`config.mk`:
```
export PLATFORM = sky130hd
export DESIGN_NAME = pipe_ctrl
export DESIGN_NICKNAME = d
export VERILOG_FILES = /design/src/rtl/pipe_ctrl.sv
export SDC_FILE = /design/constraint.sdc
export NUM_CORES = 1
export LEC_CHECK = 0
export CORE_UTILIZATION = 35
export CTS_CLUSTER_DIAMETER = 50
export DETAILED_ROUTE_END_ITERATION = 16
export GPL_TIMING_DRIVEN = 0
export HOLD_SLACK_MARGIN = 0.06
export PLACE_DENSITY = 0.85
export SLEW_MARGIN = 10
export SYNTH_ARGS = -nofsm -noshare
export SYNTH_HDL_FRONTEND = slang
export SYNTH_SLANG_ARGS = --single-unit
export TNS_END_PERCENT = 50
```
`constraint.sdc`:
```
create_clock -name clk -period 3.3 [get_ports clk]
set_input_delay 0.33 -clock clk [delete_from_list [all_inputs] [get_ports clk]]
set_output_delay 0.33 -clock clk [all_outputs]
set_load 0.01 [all_outputs]
```
`src/rtl/pipe_ctrl.sv`:
```
// pipe_ctrl: pipeline stall/flush sequencer with mul/div wait FSM.
// Optional stall-cycle counter is enabled by defining PIPE_CTRL_PERF_EN.
module pipe_ctrl #(
    parameter int MD_CYCLES = 4
) (
    input  logic        clk,
    input  logic        rst_n,
    input  logic        hazard_stall,
    input  logic        id_jump_taken,
    input  logic        ex_md_start,
    input  logic        mem_req,
    input  logic        mem_ready,
    input  logic        exc_flush,
    input  logic        perf_clr,
    output logic        pc_en,
    output logic        ifid_en,
    output logic        idex_en,
    output logic        exmem_en,
    output logic        memwb_en,
    output logic        ifid_flush,
    output logic        idex_flush,
    output logic        exmem_flush,
    output logic        md_busy,
    output logic        md_done,
    output logic [31:0] stall_cnt
);
    localparam logic RUN     = 1'b0;
    localparam logic MD_WAIT = 1'b1;
    localparam logic [3:0] MD_LOAD = 4'(MD_CYCLES - 1);

    logic       state_q, state_d;
    logic [3:0] md_cnt_q, md_cnt_d;
    logic       mem_wait;

    assign mem_wait = mem_req & ~mem_ready;

    always_comb begin
        state_d     = state_q;
        md_cnt_d    = md_cnt_q;
        pc_en       = 1'b1;
        ifid_en     = 1'b1;
        idex_en     = 1'b1;
        exmem_en    = 1'b1;
        memwb_en    = 1'b1;
        ifid_flush  = 1'b0;
        idex_flush  = 1'b0;
        exmem_flush = 1'b0;
        md_done     = 1'b0;
        if (exc_flush) begin
            ifid_flush  = 1'b1;
            idex_flush  = 1'b1;
            exmem_flush = 1'b1;
            state_d     = RUN;
            md_cnt_d    = 4'd0;
        end else if (mem_wait) begin
            pc_en    = 1'b0;
            ifid_en  = 1'b0;
            idex_en  = 1'b0;
            exmem_en = 1'b0;
            memwb_en = 1'b0;
        end else if ((state_q == RUN && ex_md_start) || (state_q == MD_WAIT && md_cnt_q != 4'd0)) begin
            // EX freezes; EX/MEM receives bubbles until the result is ready
            pc_en       = 1'b0;
            ifid_en     = 1'b0;
            idex_en     = 1'b0;
            exmem_flush = 1'b1;
            state_d     = MD_WAIT;
            md_cnt_d    = (state_q == RUN) ? MD_LOAD : md_cnt_q - 4'd1;
        end else if (state_q == MD_WAIT) begin
            md_done = 1'b1;
            state_d = RUN;
        end else if (hazard_stall) begin
            pc_en      = 1'b0;
            ifid_en    = 1'b0;
            idex_flush = 1'b1;
        end else if (id_jump_taken) begin
            ifid_flush = 1'b1;
        end
    end

    always_ff @(posedge clk or negedge rst_n) begin
        if (!rst_n) begin
            state_q  <= RUN;
            md_cnt_q <= 4'd0;
        end else begin
            state_q  <= state_d;
            md_cnt_q <= md_cnt_d;
        end
    end

    assign md_busy = (state_q == MD_WAIT);

`ifdef PIPE_CTRL_PERF_EN
    logic [31:0] stall_cnt_q, stall_cnt_d;

    always_comb begin
        stall_cnt_d = perf_clr ? 32'd0 : (!pc_en && !(&stall_cnt_q)) ? stall_cnt_q + 32'd1 : stall_cnt_q;
    end

    always_ff @(posedge clk or negedge rst_n) begin
        if (!rst_n) stall_cnt_q <= 32'd0;
        else        stall_cnt_q <= stall_cnt_d;
    end

    assign stall_cnt = stall_cnt_q;
`else
    logic unused_perf_clr;
    assign unused_perf_clr = perf_clr;
    assign stall_cnt       = 32'd0;
`endif
endmodule

```
* Word level (Yosys, flattened, before mapping)
Cells that the tools add are included.
Storage, ports and cells: register bits 5, bits of input ports 9, output and inout bits 42, word-level logic and storage cells 47
Operators by class: $add $sub $neg 1, eq/ne operators 1, muxes and demuxes 34, bitwise logic cells 3, reductions and logical operators 6
Operator list (number):
- two-way mux 1 bit | 30
- two-way mux 4 bit | 4
- nonzero test 4 bit | 1
- subtractor 4 x 1 -> 4 bit, second input constant | 1
- logical AND 1 bit | 2
- != test 2 bit, second input constant | 1
- inverter 1 bit | 2
- AND reduction 2 bit | 1
- nonzero test 2 bit | 1
- bitwise AND 1 bit | 1
- logical OR 1 bit | 1

* Depth between registers and ports, before layout
Gate-level depths: netlist (run 1).
depth after elaboration 6, depth in mapped cells 6, mapped depth without buffers 5

* Least setup slack after synthesis (run 1)
Ideal clock, no wire load.
path kind reg2out, start point reg md_cnt_q[0], end point out idex_flush, arrival 1.347 ns, required time 2.970 ns, slack 1.623 ns, cell stages (with the launch flop) 6, path buffers 0, cell sequence dfrtp_1 -> inv_1 -> ha_1 -> and4bb_2 -> o21ai_0 -> o21ai_0
Between the ends: word-level cells in the longest chain between the ends 6
RTL lines:
- start, declared | RTL line 32 | logic [3:0] md_cnt_q, md_cnt_d;
- start signal, assigned | RTL line 87 | md_cnt_q <= md_cnt_d;
- nonzero test 4 bit | RTL line 61 | end else if ((state_q == RUN && ex_md_start) || (state_q == MD_WAIT && md_cnt_q != 4'd0)) begin
- logical AND 1 bit | RTL line 61
- logical OR 1 bit | RTL line 61
- two-way mux 1 bit | RTL line 61
- two-way mux 1 bit | RTL line 55 | end else if (mem_wait) begin
- two-way mux 1 bit | RTL line 49 | if (exc_flush) begin
- end, declared | RTL line 21 | output logic idex_flush,
Every way passes these cells.

* Worst setup path after layout (run 1)
Ends and elaborated chain as after synthesis.

==> results of run 1 <==
-- routing by layer --
metal	track usage	wire (um)
met3	0.0357	106
met1	0.150	524
met4	0.127	40
met2	0.237	745
met5	0	0
-- logic make-up (layout without fill, tap and decap cells) --
| family | count (synthesis) | in the layout | synth area share |
|---|---|---|---|
| buffers and inverters | 39 | 60 | 0.420 |
| and+or+nand+nor | 24 | 24 | 0.218 |
| AOI/OAI and AO/OA | 12 | 12 | 0.129 |
| DFF | 5 | 5 | 0.189 |
| adders and majority gates | 2 | 2 | 0.0379 |
| other | 1 | 32 | 0.00568 |
-- critical path, cell delays in order, from the launching register on --
cell and delay [ns]:
dfrtp_1 0.36, inv_1 0.12, ha_1 0.19, and4bb_2 0.32
o21ai_0 0.19, o21ai_0 0.21, clkdlybuf4s50_1 0.58
-- power breakdown --
group	internal, uW	total, uW	switching (uW)
sequential	66.9	71.2	4.25
combinational	68.5	132	63.4
clock	45.8	71.7	26.0
total	181	275	93.6
-- path summary, 6_finish.rpt --
kind	from	endpoint	slack, ns	depth (start not counted)
max in group asynchronous	rst_n	md_cnt_q[2]$_DFFE_PN0P_	2.83	1
max reg2reg	md_cnt_q[1]$_DFFE_PN0P_	md_cnt_q[3]$_DFFE_PN0P_	1.73	5
min	rst_n	md_cnt_q[0]$_DFFE_PN0P_	0.29	1
min reg2reg	md_cnt_q[0]$_DFFE_PN0P_	md_cnt_q[0]$_DFFE_PN0P_	0.62	2
max	md_cnt_q[0]$_DFFE_PN0P_	idex_flush	0.76	6
min in group clk	md_cnt_q[0]$_DFFE_PN0P_	md_cnt_q[0]$_DFFE_PN0P_	0.62	2
-- metrics by stage --
step	cell area (um2)	std cells	worst slack [ns]
floorplan	777	114	1.62
global placement	978	156	1.05
detailed placement	978	156	0.989
CTS	1000	160	0.787
global route	1000	160	0.662
finish	1000	160	0.764
-- registers in the layout (all words and copies together) (netlist names) --
name	count
md_busy	1
md_cnt_q	4
-- final cells by class --
class / instances / area share
sequential: 5 / 0.125
inverter: 4 / 0.0149
buffer: 35 / 0.262
multi-input combinational: 70 / 0.372
tap: 25 / 0.0311
timing repair buffer: 17 / 0.169
clock buffer: 4 / 0.0262
-- layout by cell type (no fill, tap or decap), types with 2 or more instances in the layout --
cell / count
buf_4: 35
clkbuf_4: 3
clkdlybuf4s50_1: 17
conb_1: 32
dfrtp_1: 5
ha_1: 2
inv_1: 4
nand2_1: 6
nand2b_1: 2
nor2_1: 3
nor3_1: 2
o211ai_1: 2
o21ai_0: 3
or3_1: 2
==> qor.yml, run 1 <==
yosys:
  synth.cells.most_frequent: "buf_4, nand2_1, dfrtp_1, inv_1"
  synth_area_leaders: "buf_4, dfrtp_1, ha_1"
  synth_most_common_cell: "buf_4"
  synth_cell_types: 28
  syn_area_um2: 661
  ys_warn_count: 0
  synth_top_area_cell: "buf_4"
  synthArstFlopShare: 1.00
  ys_seq_elements: 5
  avgSynthCellArea_um2: 7.96
  synth-seq-area-share: 0.189
  synth-edff-count: 0
  yosys.area.top_type_share: 0.398
  synthFlopType: "dfrtp_1"
  syn-instance-count: 83
run:
  maxCapViolations: 0
timing:
  max_freq_mhz: 394
  skew_ns: 0.00368
  rsz0062_at_grt: "false"
  setup_viol: 0
  tns_ns: 0
  fin_crit_ns: 2.54
  hold-worst-slack_ns: 0.291
  period_share: 0.769
  finalMaxSlewViolations: 0
  hold_viol: 0
cts:
  cts_buffer_depth: 2
  cts_buffers: 3
  insertion_delay_ns: 0.25
  cts.htree.levels: 1
  cts_root_buf: "clkbuf_4"
  postCtsHoldBufs: 0
  clk_pin_slew_ns: 0.04
  cts_num_sinks: 5
  cts_resized: 0
  postCtsSetupRepairBufs: 0
  cts_tree: "yes"
route:
  dr.pass1.iters: 4
  ant_nets: 0
  dr.first_iter.drc_count: 10
  route.detailed.drc: 0
  via_count: 632
  avgViaCountPerCell: 3.95
  wirelength_um: 1420
  drt-wirelength-per-cell_um: 8.85
run_status:
  status: "complete, no violations"
final_layout:
  final_net_count: 147
  area_delta_synth_final_pct: 52.1
  fin_util: 0.576
  n_fill_cell: 160
  regArea_um2: 125
  diodes: 0
  multiInputGateArea_um2: 374
  drive_above_1_share: 0.304
die:
  core-area_um2: 1750
  fp.dieArea_um2: 2070
  fp.dieH_um: 45.4
  num_rows: 15
  start_util: 0.378
  ios: 51
  die_x_um: 45.4
power:
  p_per_area_nw_per_um2: 273
  ir_drop_v: 0.000147
  p_total_uw: 275
  power.static_leakage_uw: 0.000538
critical_path:
  cp.arrival_ns: 2.21
  crit_type: "reg2out"
  endpoint_kind: "output port"
  start_kind: "flop"
  required_ns: 2.97
  worstPathMaxFanout: 6
min_path:
  hp-class: "in2async"
grt:
  grt_max_degree: 11
  grt_pass1_wl_um: 2030
  antenna_found_initial: 0
  grt_usage: 0.144
  grt_pass1_vias: 482
  gr-total-overflow: 0
placement:
  io_buffers: 17
  post-dp-hpwl_um: 1190
  globalplace.congestion: 0.848
No activity file was read; power rests on OpenSTA's default activity.
==> run 2: changes to the inputs <==
- CORE_UTILIZATION: 35 -> 33
- PLACE_DENSITY: 0.85 -> 0.81
- clock period: 3.3 -> 2.6 ns (I/O delays scaled with it)
==> run 2 against run 1 <==
Sequential cell count is the same; critical endpoint unchanged; sequential power rose by 27%; combinational power is 27% higher; non-clock buffer count unchanged; die area grew 5.8%; utilization shrank 1.8 points; final area unchanged; hold slack got worse by 0.065 ns.
==> qor.yml, run 2 (synthesis gave the netlist of run 1 again) <==
run_status:
  status: "complete, no violations"
grt:
  grt_usage: 0.133
  antenna_found_initial: 0
  grt_pass1_vias: 513
  gr-total-overflow: 0
  grt_pass1_wl_um: 2040
  grt_max_degree: 11
timing:
  skew_ns: 0.00414
  finalMaxSlewViolations: 0
  hold-worst-slack_ns: 0.226
  rsz0062_at_grt: "false"
  hold_viol: 0
  setup_viol: 0
  fin_crit_ns: 2.47
  tns_ns: 0
  period_share: 0.949
  max_freq_mhz: 405
final_layout:
  drive_above_1_share: 0.304
  largest_register_ffs: 4
  final_area_um2: 1000
  finalNonFillerCells: 160
  diodes: 0
  top_register: "md_cnt_q"
  final_common_cell: "buf_4"
  final_cell_mix: "buf_4, conb_1, clkdlybuf4s50_1, nand2_1, dfrtp_1"
  final_net_count: 147
  area_delta_synth_final_pct: 52.1
die:
  start_util: 0.367
  fp.dieH_um: 46.7
  ios: 51
  die_x_um: 46.7
  fp.dieArea_um2: 2180
  core-area_um2: 1800
  num_rows: 15
critical_path:
  crit_type: "reg2out"
  crit_path_start: "md_cnt_q[0]$_DFFE_PN0P_"
  cp_cell_sequence: "inv_1 -> ha_1 -> and4bb_2 -> o21ai_0 -> o21ai_0 -> clkdlybuf4s50_1"
  endpoint_kind: "output port"
  critical_path.slowest_cell: "clkdlybuf4s50_1"
  worstPathMaxFanout: 6
  required_ns: 2.34
  cp.arrival_ns: 2.21
  crit_path_frequent_cell: "o21ai_0"
  r2r_start: "md_cnt_q[0]$_DFFE_PN0P_"
  start_kind: "flop"
  slowest_delay_ns: 0.58
cts:
  postCtsSetupRepairBufs: 0
  cts_buffer_depth: 2
  cts_resized: 0
  clk_pin_slew_ns: 0.04
  cts_root_buf: "clkbuf_4"
  cts.htree.levels: 1
  cts_num_sinks: 5
  cts_tree: "yes"
  cts_buffers: 3
  insertion_delay_ns: 0.25
  postCtsHoldBufs: 0
route:
  via_count: 625
  ant_nets: 0
  drt-wirelength-per-cell_um: 8.49
  dr.pass1.iters: 4
  wirelength_um: 1360
  avgViaCountPerCell: 3.91
  route.detailed.drc: 0
  dr.first_iter.drc_count: 19
power:
  p_per_area_nw_per_um2: 345
  p_total_uw: 347
  ir_drop_v: 0.000255
  power.static_leakage_uw: 0.000538
placement:
  placed_area_um2: 978
  globalplace.congestion: 0.863
  post-dp-hpwl_um: 1140
  io_buffers: 17
  post-place-cells: 156
min_path:
  hp-class: "in2async"
run:
  maxCapViolations: 0
## run 2: cell counts in the layout (fill, tap and decap cells not counted)
Identical to the previous run, type by type.
## run 2: area by class of cell
| type | instances | area (um2) |
|---|---|---|
| fillers | 170 | 797 |
| multi-input cells | 70 | 374 |
| repair buffers | 17 | 170 |
| flip-flops and latches | 5 | 125 |
| well taps | 25 | 31.3 |
| clock buffers | 4 | 26.3 |
| plain buffers | 35 | 263 |
| inverters | 4 | 15.0 |
## run 2: worst max-delay path: cells and delay by family (launching register included)
family / cells / cell delay [ns]
adders and majority gates: 1 / 0.18
DFF: 1 / 0.36
and+or+nand+nor: 1 / 0.30
AOI/OAI and AO/OA: 2 / 0.42
buffers and inverters: 2 / 0.70
## run 2: layer usage
layer	GRT usage	wire length (um)	vias to the layer above
met2	0.225	718	35
li1	-	-	321
met1	0.143	501	269
met4	0.0800	0	0
met5	0	0	-
met3	0.0462	138	0
## run 2: path summary, 6_finish.rpt
check | slack (ns) | depth (start not counted) | to
min reg2reg | 0.62 | 1 | md_cnt_q[2]$_DFFE_PN0P_
max in group asynchronous | 2.19 | 1 | md_cnt_q[0]$_DFFE_PN0P_
max | 0.13 | 6 | idex_flush
min in group clk | 0.62 | 1 | md_cnt_q[2]$_DFFE_PN0P_
min | 0.23 | 1 | md_cnt_q[3]$_DFFE_PN0P_
max reg2reg | 1.10 | 5 | md_cnt_q[3]$_DFFE_PN0P_
## run 2: power by group
part           total (uW)  switching, uW  internal [uW]  leakage [uW]
clock network        89.9           31.9           58.0     0.0000150
logic                 167           80.0           86.7      0.000457
registers            90.2           5.24           85.0     0.0000662
## run 2: stage by stage
stage	worst slack, ns	utilization
finish	0.132	0.558
global route	0.0375	0.558
CTS	0.141	0.558
detailed placement	0.420	0.543
global placement	0.462	0.543
floorplan	0.993	-
==> run 3: changes to the inputs <==
- CORE_MARGIN: not set -> 10
==> run 3 against run 2 <==
Combinational power about the same; die area grew 92%; clock power down 0.9%; utilization is 3.9 points lower; final area grew 0.25%.
==> qor.yml, run 3 (synthesis gave the netlist of run 1 again) <==
cts:
  insertion_delay_ns: 0.24
  cts_root_buf: "clkbuf_4"
  cts_num_sinks: 5
  cts.htree.levels: 1
  cts_tree: "yes"
  postCtsHoldBufs: 0
  clk_pin_slew_ns: 0.04
  cts_buffers: 3
  cts_buffer_depth: 2
critical_path:
  slowest_delay_ns: 0.57
  start_kind: "flop"
  worstPathMaxFanout: 6
  critical_path.slowest_cell: "clkdlybuf4s50_1"
  crit_path_frequent_cell: "o21ai_0"
  cp_num_cells: 6
  rrSetupSlack_ns: 1.06
  worstSetupEndpoint: "idex_flush"
  endpoint_kind: "output port"
  required_ns: 2.34
  r2r_end: "md_cnt_q[3]$_DFFE_PN0P_"
  cp.arrival_ns: 2.17
  path_buf_inv: 2
  crit_path_start: "md_cnt_q[0]$_DFFE_PN0P_"
  cp_top_family: "buffers and inverters"
  r2r_cells: 5
  cp_cell_sequence: "inv_1 -> ha_1 -> and4bb_2 -> o21ai_0 -> o21ai_0 -> clkdlybuf4s50_1"
  r2r_start: "md_cnt_q[0]$_DFFE_PN0P_"
  crit_type: "reg2out"
grt:
  grt_max_degree: 11
  grt_pass1_vias: 617
  grt_pass1_wl_um: 2770
  antenna_found_initial: 0
  gr-total-overflow: 0
  grt_usage: 0.0800
power:
  ir_drop_v: 0.000292
  p_total_uw: 349
  p_per_area_nw_per_um2: 346
  power.static_leakage_uw: 0.000538
route:
  via_count: 650
  dr_wl_met3_um: 261
  wirelength_um: 1710
  drt-wirelength-per-cell_um: 10.6
  ant_nets: 0
  drt-met1-wl_um: 544
  top_layer: "met4"
  dr.first_iter.drc_count: 17
  dr.pass1.iters: 4
  avgViaCountPerCell: 4.01
  wl_met2_um: 887
  route.detailed.drc: 0
timing:
  hold_viol: 0
  max_freq_mhz: 411
  fin_crit_ns: 2.43
  period_share: 0.936
  rsz0062_at_grt: "true"
  finalMaxSlewViolations: 0
  skew_ns: 0.00356
  layout_setup_ws_ns: 0.166
  setup_viol: 0
final_layout:
  finalNonFillerCells: 162
  drive_above_1_share: 0.304
  area_delta_synth_final_pct: 52.5
  top_register: "md_cnt_q"
  final_common_cell: "buf_4"
  n_fill_cell: 197
  final_net_count: 147
  final_area_um2: 1010
  fin_util: 0.519
  final_cell_mix: "buf_4, conb_1, clkdlybuf4s50_1, nand2_1, dfrtp_1"
  diodes: 0
  largest_register_ffs: 4
placement:
  placed_area_um2: 981
  post-dp-hpwl_um: 1520
  globalplace.congestion: 0.756
  io_buffers: 17
  dp_slack_ns: 0.422
  post-place-cells: 158
die:
  fp.dieArea_um2: 4190
  start_util: 0.340
  die_x_um: 64.7
  core-area_um2: 1940
  num_rows: 16
  fp.dieH_um: 64.7
  ios: 51
min_path:
  hp-class: "in2async"
run_status:
  status: "complete, no violations"
run:
  maxCapViolations: 0
[run 3: cell counts in the layout (fill, tap and decap cells not counted)]
Identical to the previous run, type by type.
[run 3: how the worst min path moves through the flow]
stage               startpoint                 endpoint  slack (ns)  depth (start not counted)
global route             rst_n      md_busy$_DFFE_PN0P_        0.23                          1
CTS                      rst_n      md_busy$_DFFE_PN0P_        0.23                          1
floorplan                rst_n      md_busy$_DFFE_PN0P_       -0.04                          0
detailed placement       rst_n  md_cnt_q[0]$_DFFE_PN0P_        0.49                          1
global placement         rst_n  md_cnt_q[0]$_DFFE_PN0P_        0.49                          1
finish                   rst_n      md_busy$_DFFE_PN0P_        0.23                          1
[run 3: power breakdown]
group	switching (uW)	internal, uW	leakage (uW)
Sequential	5.57	85.0	0.0000662
Clock	31.1	58.0	0.0000150
Combinational	81.9	87.0	0.000457
[run 3: cell type report]
type | instances | area, um2 | share of cell area
inverters | 4 | 15.0 | 0.0149
multi-input cells | 70 | 374 | 0.371
flip-flops and latches | 5 | 125 | 0.124
plain buffers | 35 | 263 | 0.261
clock buffers | 4 | 26.3 | 0.0261
well taps | 27 | 33.8 | 0.0335
repair buffers | 17 | 170 | 0.169
[run 3: stage by stage]
stage	setup TNS, ns	hold slack, ns
2_1_floorplan	0	-0.0356
3_3_place_gp	0	0.487
3_5_place_dp	0	0.492
4_1_cts	0	0.229
5_1_grt	-0.00275	0.227
6_report	0	0.232
[run 3: repair_timing]
item,4_1_cts,5_1_grt
setup endpoints to repair,0,1
resized for setup,0,0
setup buffers,0,0
[run 3: metal layers]
layer	track usage	up-vias
li1	-	322
met4	0.0241	0
met1	0.0692	273
met2	0.147	51
met3	0.0533	4
met5	0	-
